--- src/rtl/tcdm_bfly_net_if.sv ---
// rtl/tcdm_bfly_net_if.sv - initiator- and bank-side bus bundle for tcdm_bfly_net
interface tcdm_bfly_net_if #(
  parameter int unsigned NumIn         = 4,
  parameter int unsigned NumOut        = 4,
  parameter int unsigned ReqDataWidth  = 32,
  parameter int unsigned RespDataWidth = 32
);
  localparam int unsigned AddrW = (NumOut > 1) ? $clog2(NumOut) : 1;

  logic [AddrW-1:0]                      rr_i;
  logic [NumIn-1:0]                      req_i;
  logic [NumIn-1:0]                      gnt_o;
  logic [NumIn-1:0][AddrW-1:0]           add_i;
  logic [NumIn-1:0]                      wen_i;
  logic [NumIn-1:0][ReqDataWidth-1:0]    wdata_i;
  logic [NumIn-1:0][RespDataWidth-1:0]   rdata_o;
  logic [NumIn-1:0]                      vld_o;
  logic [NumOut-1:0]                     req_o;
  logic [NumOut-1:0]                     gnt_i;
  logic [NumOut-1:0][ReqDataWidth-1:0]   wdata_o;
  logic [NumOut-1:0][RespDataWidth-1:0]  rdata_i;

  modport slave (
    input  rr_i, req_i, add_i, wen_i, wdata_i, gnt_i, rdata_i,
    output gnt_o, rdata_o, vld_o, req_o, wdata_o
  );

  modport master (
    output rr_i, req_i, add_i, wen_i, wdata_i, gnt_i, rdata_i,
    input  gnt_o, rdata_o, vld_o, req_o, wdata_o
  );
endinterface

--- src/rtl/tcdm_bfly_net.sv ---
// rtl/tcdm_bfly_net.sv - radix-2 butterfly request network with fixed-latency response return
// Optional simulation checks are compiled in with `define TCDM_BFLY_NET_ASSERT_EN.
module tcdm_bfly_net #(
  parameter int unsigned NumIn         = 4,
  parameter int unsigned NumOut        = 4,
  parameter int unsigned ReqDataWidth  = 32,
  parameter int unsigned RespDataWidth = 32,
  parameter int unsigned RespLat       = 1,
  parameter bit          WriteRespOn   = 1'b1,
  parameter bit          ExtPrio       = 1'b0
) (
  input logic            clk_i,
  input logic            rst_i,
  tcdm_bfly_net_if.slave bus
);
  localparam int unsigned AddrW  = (NumOut > 1) ? $clog2(NumOut) : 1;
  localparam int unsigned IdxW   = (NumIn > 1) ? $clog2(NumIn) : 1;
  localparam int unsigned Spread = NumOut / NumIn;

  // Per-stage node state: stage s position p, stage AddrW position = bank index.
  logic                    nv   [AddrW+1][NumOut];
  logic [AddrW-1:0]        na   [AddrW+1][NumOut];
  logic [ReqDataWidth-1:0] nd   [AddrW+1][NumOut];
  logic [IdxW-1:0]         ns   [AddrW+1][NumOut];
  logic                    conf [AddrW][NumOut];

  logic [AddrW-1:0][NumOut-1:0]       prio_q, prio_d;
  logic [NumIn-1:0]                   gnt;
  logic [NumIn-1:0]                   push;
  logic [NumOut-1:0]                  req_out;
  logic [NumOut-1:0][ReqDataWidth-1:0] wdata_out;
  logic [NumIn-1:0][RespDataWidth-1:0] rdata_out;

  logic [NumIn-1:0]            rv_q [RespLat];
  logic [NumIn-1:0]            rv_d [RespLat];
  logic [NumIn-1:0][AddrW-1:0] rb_q [RespLat];
  logic [NumIn-1:0][AddrW-1:0] rb_d [RespLat];

  always_comb begin
    int         q0, q1;
    logic       r0, r1, sel, want, pref;
    logic [AddrW-1:0] k;
    q0 = 0;
    q1 = 0;
    r0 = 1'b0;
    r1 = 1'b0;
    sel = 1'b0;
    want = 1'b0;
    pref = 1'b0;
    k = '0;
    for (int p = 0; p < NumOut; p++) begin
      nv[0][p] = 1'b0;
      na[0][p] = '0;
      nd[0][p] = '0;
      ns[0][p] = '0;
    end
    for (int j = 0; j < NumIn; j++) begin
      nv[0][j*Spread] = bus.req_i[j];
      na[0][j*Spread] = bus.add_i[j];
      nd[0][j*Spread] = bus.wdata_i[j];
      ns[0][j*Spread] = IdxW'(j);
    end
    // Stage s pairs positions differing in bit b and sets that bit from the bank index.
    for (int s = 0; s < AddrW; s++) begin
      for (int p = 0; p < NumOut; p++) begin
        q0   = p & ~(1 << (AddrW - 1 - s));
        q1   = p | (1 << (AddrW - 1 - s));
        want = p[AddrW-1-s];
        r0   = nv[s][q0] && (na[s][q0][AddrW-1-s] == want);
        r1   = nv[s][q1] && (na[s][q1][AddrW-1-s] == want);
        pref = ExtPrio ? bus.rr_i[s] : prio_q[s][p];
        sel  = (r0 && r1) ? pref : r1;
        conf[s][p]  = r0 && r1;
        nv[s+1][p]  = r0 || r1;
        na[s+1][p]  = sel ? na[s][q1] : na[s][q0];
        nd[s+1][p]  = sel ? nd[s][q1] : nd[s][q0];
        ns[s+1][p]  = sel ? ns[s][q1] : ns[s][q0];
      end
    end
    // An initiator is granted only if it is the sole survivor at its bank.
    for (int j = 0; j < NumIn; j++) begin
      k      = bus.add_i[j];
      gnt[j] = bus.req_i[j] && nv[AddrW][k] && (ns[AddrW][k] == IdxW'(j)) && bus.gnt_i[k];
    end
    prio_d = prio_q;
    for (int s = 0; s < AddrW; s++) begin
      for (int p = 0; p < NumOut; p++) begin
        if (conf[s][p] && gnt[ns[s+1][p]]) begin
          prio_d[s][p] = ~prio_q[s][p];
        end
      end
    end
    for (int p = 0; p < NumOut; p++) begin
      req_out[p]   = nv[AddrW][p];
      wdata_out[p] = nd[AddrW][p];
    end
  end

  always_comb begin
    for (int j = 0; j < NumIn; j++) begin
      push[j] = bus.req_i[j] && gnt[j] && (!bus.wen_i[j] || WriteRespOn);
    end
    rv_d[0] = push;
    rb_d[0] = bus.add_i;
    for (int i = 1; i < RespLat; i++) begin
      rv_d[i] = rv_q[i-1];
      rb_d[i] = rb_q[i-1];
    end
    for (int j = 0; j < NumIn; j++) begin
      rdata_out[j] = rv_q[RespLat-1][j] ? bus.rdata_i[rb_q[RespLat-1][j]] : '0;
    end
  end

  always_ff @(posedge clk_i) begin
    if (rst_i) begin
      prio_q <= '0;
      for (int i = 0; i < RespLat; i++) begin
        rv_q[i] <= '0;
        rb_q[i] <= '0;
      end
    end else begin
      prio_q <= prio_d;
      for (int i = 0; i < RespLat; i++) begin
        rv_q[i] <= rv_d[i];
        rb_q[i] <= rb_d[i];
      end
    end
  end

  assign bus.gnt_o   = gnt;
  assign bus.req_o   = req_out;
  assign bus.wdata_o = wdata_out;
  assign bus.vld_o   = rv_q[RespLat-1];
  assign bus.rdata_o = rdata_out;

`ifdef TCDM_BFLY_NET_ASSERT_EN
  always_ff @(posedge clk_i) begin
    assert (NumIn >= 2 && (NumIn & (NumIn - 1)) == 0) else $fatal(1, "NumIn not a power of 2");
    assert ((NumOut & (NumOut - 1)) == 0) else $fatal(1, "NumOut not a power of 2");
    assert (NumOut >= NumIn) else $fatal(1, "NumOut smaller than NumIn");
    assert (RespLat >= 1) else $fatal(1, "RespLat is zero");
    if (!rst_i) begin
      for (int j = 0; j < NumIn; j++) begin
        assert (!gnt[j] || bus.req_i[j]) else $fatal(1, "grant without request on %0d", j);
        for (int i = j + 1; i < NumIn; i++) begin
          assert (!(gnt[j] && gnt[i] && bus.add_i[j] == bus.add_i[i]))
            else $fatal(1, "initiators %0d and %0d granted to one bank", j, i);
        end
      end
    end
  end
`else
  // Checks excluded from this build.
`endif
endmodule

--- src/flat_wrapper.sv ---
// flat-port wrapper written by rule: the top's interface ports become plain ports
module tcdm_bfly_net_flat 
#(
  parameter int unsigned NumIn         = 4,
  parameter int unsigned NumOut        = 4,
  parameter int unsigned ReqDataWidth  = 32,
  parameter int unsigned RespDataWidth = 32,
  parameter int unsigned RespLat       = 1,
  parameter bit          WriteRespOn   = 1'b1,
  parameter bit          ExtPrio       = 1'b0
)
  (clk_i, rst_i, bus_rr_i, bus_req_i, bus_add_i, bus_wen_i, bus_wdata_i, bus_gnt_i, bus_rdata_i, bus_gnt_o, bus_rdata_o, bus_vld_o, bus_req_o, bus_wdata_o);
  tcdm_bfly_net_if #(.NumIn(NumIn), .NumOut(NumOut), .ReqDataWidth(ReqDataWidth), .RespDataWidth(RespDataWidth)) bus_i ();
  input logic clk_i;
  input logic rst_i;
  input wire logic [$bits(bus_i.rr_i)-1:0] bus_rr_i;
  input wire logic [$bits(bus_i.req_i)-1:0] bus_req_i;
  input wire logic [$bits(bus_i.add_i)-1:0] bus_add_i;
  input wire logic [$bits(bus_i.wen_i)-1:0] bus_wen_i;
  input wire logic [$bits(bus_i.wdata_i)-1:0] bus_wdata_i;
  input wire logic [$bits(bus_i.gnt_i)-1:0] bus_gnt_i;
  input wire logic [$bits(bus_i.rdata_i)-1:0] bus_rdata_i;
  output wire logic [$bits(bus_i.gnt_o)-1:0] bus_gnt_o;
  output wire logic [$bits(bus_i.rdata_o)-1:0] bus_rdata_o;
  output wire logic [$bits(bus_i.vld_o)-1:0] bus_vld_o;
  output wire logic [$bits(bus_i.req_o)-1:0] bus_req_o;
  output wire logic [$bits(bus_i.wdata_o)-1:0] bus_wdata_o;
  assign bus_i.rr_i = bus_rr_i;
  assign bus_i.req_i = bus_req_i;
  assign bus_i.add_i = bus_add_i;
  assign bus_i.wen_i = bus_wen_i;
  assign bus_i.wdata_i = bus_wdata_i;
  assign bus_i.gnt_i = bus_gnt_i;
  assign bus_i.rdata_i = bus_rdata_i;
  assign bus_gnt_o = bus_i.gnt_o;
  assign bus_rdata_o = bus_i.rdata_o;
  assign bus_vld_o = bus_i.vld_o;
  assign bus_req_o = bus_i.req_o;
  assign bus_wdata_o = bus_i.wdata_o;
  tcdm_bfly_net #(.NumIn(NumIn), .NumOut(NumOut), .ReqDataWidth(ReqDataWidth), .RespDataWidth(RespDataWidth), .RespLat(RespLat), .WriteRespOn(WriteRespOn), .ExtPrio(ExtPrio)) u_core (.clk_i(clk_i), .rst_i(rst_i), .bus(bus_i));
endmodule
--- config.mk ---
export PLATFORM = sky130hd
export DESIGN_NAME = tcdm_bfly_net_flat
export DESIGN_NICKNAME = d
export VERILOG_FILES = /design/src/rtl/tcdm_bfly_net_if.sv /design/src/rtl/tcdm_bfly_net.sv /design/src/flat_wrapper.sv
export SDC_FILE = /design/constraint.sdc
export NUM_CORES = 1
export LEC_CHECK = 0
export CAP_MARGIN = 30
export CORE_AREA = 3 3 212 214
export CTS_BUF_LIST = sky130_fd_sc_hd__clkbuf_4 sky130_fd_sc_hd__clkbuf_8
export CTS_CLUSTER_DIAMETER = 50
export DETAILED_ROUTE_END_ITERATION = 12
export DIE_AREA = 0 0 215 217
export GPL_TIMING_DRIVEN = 0
export PLACE_DENSITY = 0.56
export SKIP_LAST_GASP = 1
export SYNTH_ARGS = -nofsm -noshare
export SYNTH_HDL_FRONTEND = slang
export SYNTH_SLANG_ARGS = --single-unit
--- constraint.sdc ---
create_clock -name clk_i -period 5.56 [get_ports clk_i]
set_clock_uncertainty 0.1 [all_clocks]
set_input_delay 1.112 -clock clk_i [delete_from_list [all_inputs] [get_ports clk_i]]
set_output_delay 1.112 -clock clk_i [all_outputs]
set_load 0.02 [all_outputs]
==> flow_summary.ini <==
[outcome]
outcome = complete, no violations

[cts]
cts_made_buffers = 3
clk_pin_slew_ns = 0.09
ctsHtreeMaxLevel = 1
cts_tree = built
cts.sinks = 20
clock_latency_ns = 0.27
cts_root_buffer = clkbuf_8
cts_buffer_depth = 2

[yosys]
ys.flop_type = dfxtp_1
synth_top_area_cell = mux4_2
synth-seq-cells = 20
synth.net_count = 1043
synth_top_area_share_pct = 36.03
yosysWarnings = 0
synthTopCellsByArea = mux4_2 36%, mux2i_1 32%, and2_1 10%
async_reset_ff_share_pct = 0
synth_edf_count = 0
ys_seq_area_share_pct = 4.966
synth_cell_type_count = 51
syn_avg_cell_area_um2 = 10.57
synth_area_um2 = 8063
synthCells = 763

[timing]
timing.final.crit_period_ns = 5.437
tightest_slew_ns = 0.9309
hold_violations = 0
slew_headroom_pct = 37.94
drv_slew = 0
fin_crit_sh_pct = 97.79
setup_viol = 0
tns_ns = 0
max_freq_mhz = 183.9
fin_ws_ns = 0.1227

[cells_and_area]
num_antenna_cells = 0
final_cells = 1893
layout-drive-gt1-share_pct = 14.22
final_cell_mix = 536 x clkdlybuf4s50_1, 258 x mux2i_1, 132 x and2_1
finalNetCount = 1589
fillers = 4422
synthToLayoutAreaGrowth_pct = 77.92
multiInputGateArea_um2 = 7355
post-route-util_pct = 33.30
seqCellArea_um2 = 400.4
layout_commonest_cell = clkdlybuf4s50_1

[pwr]
finalPower_uw = 1577
power_density_nw_per_um2 = 110.0
p_sw_share_pct = 42.80
power_switching_uw = 675.1
vdd_ir_drop_max_mv = 0.06584
pwr-share-clk_pct = 9.9
combPwrFrac_pct = 80.0
p_int_uw = 902.3
leakage_uw = 0.006093
pwr-share-seq_pct = 10.1

[placed_design]
gp_congestion = 0.8596
dp_hpwl_um = 38110
dpl.cell_count = 1886
dp_slack_ns = -0.4041
io_buffers = 537

[run]
maxCapViolCount = 0

[worst_hold_path]
hp-class = reg -> reg

[setup_path]
cp_data_arrival_time_ns = 4.23
cp_common_cell = clkdlybuf4s50_1
critical_path.cell_chain = clkdlybuf4s50_1 -> and3b_1 -> o22a_1 -> o21bai_1 -> buf_2 -> clkdlybuf4s18_2 -> mux2i_1 -> clkdlybuf4s50_1
crit_required_ns = 4.35
critPathMaxStageDelay_ns = 0.65
crit_path_top_delay_cell = clkdlybuf4s50_1
worst_setup_path_end_kind = output pin
cp_max_fo = 10
startpoint_type = input pin
crit_type = in -> out

[floorplanning]
dieArea_um2 = 46660
rows = 76
start_util_pct = 18.72
coreArea_um2 = 43080
fp.dieH_um = 217
die_width_um = 215
pin_count = 548

[drt]
detail-route-antenna-nets = 0
vias_per_cell = 4.864
vias = 9207
drt-total-wl_um = 45640
wl_per_cell_um = 24.11
drt_iter0_markers = 582
drc_errors = 0
firstDrtPassIters = 5

[grt]
grt_pass1_vias = 9880
antenna_found_initial = 3
grt_pass1_wl_um = 65760
grt_max_degree = 15
grt.total_usage_pct = 18.40
overflow = 0
cell type report:
class	instances	share of cell area, %
Buffer	73	2.250
Clock buffer	3	0.2878
Clock inverter	1	0.2093
Inverter	6	0.1570
Multi-Input combinational cell	660	51.27
Sequential cell	20	2.791
Tap cell	585	5.102
Timing Repair Buffer	545	37.93
state kept, by name, summed over array words and instances (netlist names):
signal and flops:
u_core.rb_q 8, u_core.rv_q 4, u_core.prio_q 8
what timing repair did:
action | 4_1_cts | 5_1_grt
endpoints found under the setup margin | 92 | 23
pin swaps | 0 | 1
gates resized for setup | 16 | 11
buffers inserted | 0 | 6
endpoints found under the hold margin | 0 | 0
hold buffers | 0 | 0
per-stage QoR:
stage / hold WS, ns / cell area [µm²]
after floorplan: 0.3469 / 8063
after global placement: 0.3779 / 14170
after detailed placement: 0.3724 / 14180
after CTS: 0.3905 / 14280
after global routing: 0.4341 / 14350
final: 0.3927 / 14350
layer usage:
metal	wire (µm)	global-route usage, %
met1	16220	19.59
met2	23940	35.10
met3	4085	5.376
met4	1364	5.332
met5	40	0
synth_stat cells, types with 2 or more instances:
cell type / n
mux2i_1: 258
and2_1: 132
mux4_2: 129
clkbuf_1: 33
buf_1: 25
dfxtp_1: 20
buf_2: 18
a21oi_1: 13
nand2_1: 10
nor2b_1: 10
nand3b_1: 9
nand3_1: 8
nor2_1: 8
inv_1: 6
o22a_1: 6
and3_1: 5
o21ai_0: 5
and3b_1: 4
o211ai_1: 4
o41ai_1: 4
a211oi_2: 3
a21boi_1: 3
a21o_1: 3
a41oi_1: 3
nor3b_1: 3
o21ai_2: 3
o22ai_1: 3
o31ai_1: 3
or3b_1: 3
a211oi_1: 2
a21boi_0: 2
a32oi_4: 2
nand2b_1: 2
nand4_1: 2
nor3_1: 2
o21bai_1: 2
power by group through the flow:
stage	registers, µW	logic (µW)	clock network (µW)
after floorplan	157	624	0
after global placement	162	1260	0
after detailed placement	163	1260	0
after CTS	160	1270	157
after global routing	161	1330	164
final	159	1260	155
worst paths after layout:
| kind | from | endpoint | slack (ns) | cells after the start |
|---|---|---|---|---|
| max | bus_req_i[1] | bus_wdata_o[121] | 0.12 | 8 |
| min reg2reg | u_core.prio_q[0] | u_core.prio_q[0] | 0.39 | 2 |
| max reg2reg | u_core.prio_q[0] | u_core.rv_q[0][0] | 2.96 | 9 |
| min | u_core.prio_q[0] | u_core.prio_q[0] | 0.39 | 2 |
cells by family after synthesis:
group,synth area share (%)
AO/OA/AOI/OAI,6.766
buffers and inverters,4.190
flip-flops,4.966
multiplexers,68.20
AND/OR/NAND/NOR,15.88
worst max-delay path, delay by kind of cell:
family | cells | cell delay [ns]
AOI/OAI and AO/OA | 2 | 0.43
buffers and inverters | 4 | 2.08
muxes | 1 | 0.30
and+or+nand+nor | 1 | 0.28
No activity file was read; power rests on OpenSTA's default activity.
